===== config.mk =====
export PLATFORM = sky130hd
export DESIGN_NAME = demux_sel_sequencer
export DESIGN_NICKNAME = d
export VERILOG_FILES = /design/src/rtl/demux_sel_sequencer.sv
export SDC_FILE = /design/constraint.sdc
export NUM_CORES = 1
export LEC_CHECK = 0
export BUFFER_PORTS_ARGS = -buffer_cell sky130_fd_sc_hd__buf_2
export CORE_ASPECT_RATIO = 1.5
export CORE_MARGIN = 2
export CORE_UTILIZATION = 39
export DETAILED_ROUTE_END_ITERATION = 6
export GPL_ROUTABILITY_DRIVEN = 1
export GPL_TIMING_DRIVEN = 0
export SYNTH_ARGS = -nofsm -noshare
export SYNTH_HDL_FRONTEND = slang
export SYNTH_SLANG_ARGS = --single-unit

===== constraint.sdc =====
create_clock -name clk -period 2.4 [get_ports clk]
set_input_delay 0.48 -clock clk [delete_from_list [all_inputs] [get_ports clk]]
set_output_delay 0.48 -clock clk [all_outputs]
set_load 0.05 [all_outputs]

===== src/rtl/demux_sel_sequencer.sv =====
// rtl/demux_sel_sequencer.sv - serializes an 8-bit word onto a 1-to-8 demux, one channel per dwell period
module demux_sel_sequencer #(
  parameter int DWELL = 1
) (
  input  logic       clk,
  input  logic       rst_n,
  input  logic       in_valid,
  output logic       in_ready,
  input  logic [7:0] in_data,
  input  logic       abort,
  output logic       a,
  output logic [2:0] sel,
  output logic       a_valid,
  output logic       busy,
  output logic       done
);

  if (DWELL < 1 || DWELL > 255) begin : g_dwell_check
    $error("demux_sel_sequencer: DWELL must be in 1..255");
  end

  typedef enum logic [1:0] {IDLE, DRIVE, DONE} state_e;

  localparam logic [7:0] DWELL_LAST = 8'(DWELL - 1);

  state_e     state_q, state_d;
  logic [7:0] word_q, word_d;
  logic [7:0] dwell_q, dwell_d;
  logic [2:0] sel_q, sel_d;
  logic       a_q, a_d;
  logic       a_valid_q, a_valid_d;
  logic       busy_q, busy_d;
  logic       done_q, done_d;
  logic       in_ready_q, in_ready_d;
  logic       accept;

  // A new word can be taken from IDLE or from the single DONE cycle; abort always wins.
  assign accept = (state_q != DRIVE) && in_valid && !abort;

  always_comb begin
    state_d    = state_q;
    word_d     = word_q;
    dwell_d    = dwell_q;
    sel_d      = sel_q;
    a_d        = 1'b0;
    a_valid_d  = 1'b0;
    busy_d     = 1'b0;
    done_d     = 1'b0;
    in_ready_d = 1'b1;

    case (state_q)
      IDLE, DONE: begin
        if (accept) begin
          state_d    = DRIVE;
          word_d     = in_data;
          dwell_d    = 8'd0;
          sel_d      = 3'd0;
          a_d        = in_data[0];
          a_valid_d  = 1'b1;
          busy_d     = 1'b1;
          in_ready_d = 1'b0;
        end else begin
          state_d = IDLE;
          dwell_d = 8'd0;
          sel_d   = 3'd0;
        end
      end
      DRIVE: begin
        if (abort) begin
          state_d = IDLE;
          word_d  = 8'd0;
          dwell_d = 8'd0;
          sel_d   = 3'd0;
        end else if (dwell_q == DWELL_LAST) begin
          dwell_d = 8'd0;
          if (sel_q != 3'd7) begin
            sel_d      = sel_q + 3'd1;
            a_d        = word_q[sel_q + 3'd1];
            a_valid_d  = 1'b1;
            busy_d     = 1'b1;
            in_ready_d = 1'b0;
          end else begin
            state_d = DONE;
            done_d  = 1'b1;
          end
        end else begin
          // Mid-dwell: hold the current bit and channel.
          dwell_d    = dwell_q + 8'd1;
          a_d        = a_q;
          a_valid_d  = 1'b1;
          busy_d     = 1'b1;
          in_ready_d = 1'b0;
        end
      end
      default: begin
        state_d = IDLE;
        sel_d   = 3'd0;
        dwell_d = 8'd0;
      end
    endcase
  end

  always_ff @(posedge clk or negedge rst_n) begin
    if (!rst_n) begin
      state_q    <= IDLE;
      word_q     <= 8'd0;
      dwell_q    <= 8'd0;
      sel_q      <= 3'd0;
      a_q        <= 1'b0;
      a_valid_q  <= 1'b0;
      busy_q     <= 1'b0;
      done_q     <= 1'b0;
      in_ready_q <= 1'b1;
    end else begin
      state_q    <= state_d;
      word_q     <= word_d;
      dwell_q    <= dwell_d;
      sel_q      <= sel_d;
      a_q        <= a_d;
      a_valid_q  <= a_valid_d;
      busy_q     <= busy_d;
      done_q     <= done_d;
      in_ready_q <= in_ready_d;
    end
  end

  assign in_ready = in_ready_q;
  assign a        = a_q;
  assign sel      = sel_q;
  assign a_valid  = a_valid_q;
  assign busy     = busy_q;
  assign done     = done_q;

endmodule


==> impl_metrics.json <==
{
  "cp.required_ns": 2.55,
  "worst-r2r-cell-count": 6,
  "yosysMostFrequentCell": "dfrtp_1",
  "power_frac_clock": 0.294,
  "slew_violations": 0,
  "critPathLaunchType": "flip-flop",
  "p_int_uw": 624.1,
  "synth_edf_count": 0,
  "rsz0062_at_grt": "false",
  "slowest_delay_ns": 0.50,
  "cts_hold_buf": 0,
  "hold_viol_final": 0,
  "synth.largest_area_cell": "dfrtp_1",
  "synthCells": 101,
  "cp_data_arrival_time_ns": 1.97,
  "worst_slew_pin_slew_ns": 0.6910,
  "synth_top_area_share": 0.5195,
  "vias": 816,
  "die_h_um": 70.69,
  "cp_cell_sequence": "inv_1 > ha_1 > or3b_2 > o21ai_1 > buf_2 > o22ai_1",
  "period_share": 0.7556,
  "power_density_nw_per_um2": 633.8,
  "clockBufferDepth": 2,
  "crit_type": "flip-flop to flip-flop",
  "routed_wl_um": 2156,
  "clkSlewWorstSetupHoldPaths_ns": 0.09,
  "antenna_found_initial": 0,
  "fin_nets": 142,
  "first_global_vias": 867,
  "r2r_end": "a",
  "r2r_start": "dwell_q[0]",
  "cts.sinks": 25,
  "rrSetupSlack_ns": 0.59,
  "finalWeightedCongestion": 0.8400,
  "antenna_cells": 0,
  "dp_cells": 159,
  "tns_ns": 0,
  "pwr-share-comb": 0.153,
  "fin_cells": 163,
  "yosys_register_bits": 25,
  "firstDrtPassIters": 4,
  "cts_buffers": 3,
  "fmax_mhz": 551.5,
  "start_util": 0.4053,
  "fp-row-count": 24,
  "period_minus_slack_ns": 1.813,
  "synth_nets": 118,
  "grt_pass1_wl_um": 3953,
  "setup_violations": 0,
  "crit_fanout": 10,
  "ys_top_cells_by_area": "dfrtp_1 (52%), a22o_1 (6.1%), ha_1 (5.4%)",
  "dp_hpwl_um": 1590,
  "track_usage": 0.1510,
  "status": "complete, no violations",
  "viasPerCell": 5.006,
  "drive_above_1_share": 0.2419,
  "cts_tree": "done",
  "overflow": 0,
  "worst_clock_skew_ns": 0.005497,
  "synth_area_um2": 1156,
  "drv_cap": 0,
  "seqPwrFrac": 0.554,
  "whs_ns": 0.1803,
  "yosysSeqAreaShare": 0.5422,
  "peakVddDrop_mv": 0.3790,
  "die_w_um": 48.46,
  "die-area_um2": 3425,
  "drtIter0Drc": 7,
  "root_buffer": "clkbuf_8",
  "grt_start_max_net_pins": 26,
  "slowest_stage": "or3b_2",
  "hold_class": "input pin to asynchronous set/reset pin",
  "critPathCaptureType": "flip-flop",
  "core_area_um2": 2853,
  "switching_power_uw": 228.3,
  "io_pins": 20,
  "ys_types": 29,
  "io_buffers": 19,
  "synth_warnings": 0,
  "clkLatencyLatePin_ns": 0.27,
  "cts_resized": 0,
  "ys.flop_type": "dfrtp_1",
  "wl_per_cell_um": 13.23,
  "area_growth_syn_to_layout_pct": 16.34,
  "p_leak_uw": 0.0006717,
  "final_antenna_net_count": 0,
  "slew_headroom": 0.5372,
  "synthArstFlopShare": 1.000,
  "remaining_drc_errors": 0,
  "cts_setup_buffers": 0,
  "synth_common_cells": "dfrtp_1 (24), nor2_1 (15), a22o_1 (8)",
  "htreeDepth": 1,
  "syn_avg_cell_area_um2": 11.45,
  "swShare": 0.2678
}
==> worst max-delay path by stage <==
stage | startpoint | to | slack (ns) | cells after the start
detailed placement | dwell_q[0] | a | 0.58 | 6
global placement | dwell_q[0] | a | 0.59 | 6
finish | dwell_q[0] | a | 0.59 | 6
CTS | dwell_q[0] | a | 0.57 | 6
global route | dwell_q[1] | a | 0.40 | 6
floorplan | sel[0] | a | 0.50 | 5
==> sequential cells by signal, indices dropped and copies added, names as in the netlist <==
register,cells
a,1
in_ready,1
busy,1
done,1
sel,3
dwell_q,8
state_q,2
word_q,8
==> per-layer routing <==
metal / track usage / wire length (um) / vias to the layer above
li1: - / - / 397
met1: 0.1773 / 949 / 396
met2: 0.2639 / 1096 / 18
met3: 0.02110 / 53 / 5
met4: 0.08571 / 56 / 0
met5: 0 / 0 / -
==> critical path: cells and delay by family (launching register included) <==
family | cells | cell delay (ns)
compound gates | 2 | 0.31
flops | 1 | 0.43
fa+ha+maj | 1 | 0.14
buf+inv | 2 | 0.32
simple gates | 1 | 0.50
==> through the flow <==
stage	power (uW)	worst slack, ns	utilization	instance area (um^2)
finish	852.4	0.5867	0.4715	1345
global route	898.5	0.4025	0.4715	1345
CTS	863.2	0.5669	0.4715	1345
detailed placement	610.5	0.5752	0.4557	1300
global placement	607.3	0.5904	0.4557	1300
floorplan	567.6	0.5015	-	1156
==> power groups by stage <==
stage / sequential (uW) / clock [uW] / combinational, uW
2_1_floorplan: 500 / 0 / 68.1
3_3_place_gp: 478 / 0 / 129
3_5_place_dp: 480 / 0 / 131
4_1_cts: 472 / 259 / 132
5_1_grt: 476 / 277 / 146
6_report: 472 / 250 / 130
==> area by class of cell <==
cell class / instances / area (um^2)
timing repair buffer: 19 / 95.09
fill: 279 / 1508
inverter: 5 / 18.77
sequential: 25 / 626.9
clock buffer: 4 / 45.04
buffer: 4 / 20.02
multi-input combinational: 67 / 490.5
tap: 39 / 48.80
==> layout by cell type, fill, tap and decap left out <==
cell      instances
a32oi_1           1
o21ai_1           1
clkbuf_8          3
buf_4             1
a31oi_1           1
nor3b_1           2
nand3b_1          1
xnor2_1           3
nor2_1           15
nand4_1           1
and2_1            1
xor2_1            4
inv_1             5
dfrtp_1          24
ha_1              5
o22ai_1           1
or4_4             1
buf_2            20
nand3_1           4
a211o_1           1
a21oi_1           1
clkbuf_1          3
mux4_2            1
or3b_2            2
mux2i_1           4
nand2_1           5
and3_1            3
nor3_4            1
dfstp_2           1
a22o_1            8
==> cell families after synthesis <==
group | after synthesis | share of synthesized area
simple gates | 36 | 0.1678
compound gates | 14 | 0.09524
flops | 25 | 0.5422
buf+inv | 9 | 0.03355
xor+xnor | 7 | 0.05303
fa+ha+maj | 5 | 0.05411
mux | 5 | 0.05411
Note: power is estimated with default switching activity, not from simulation.
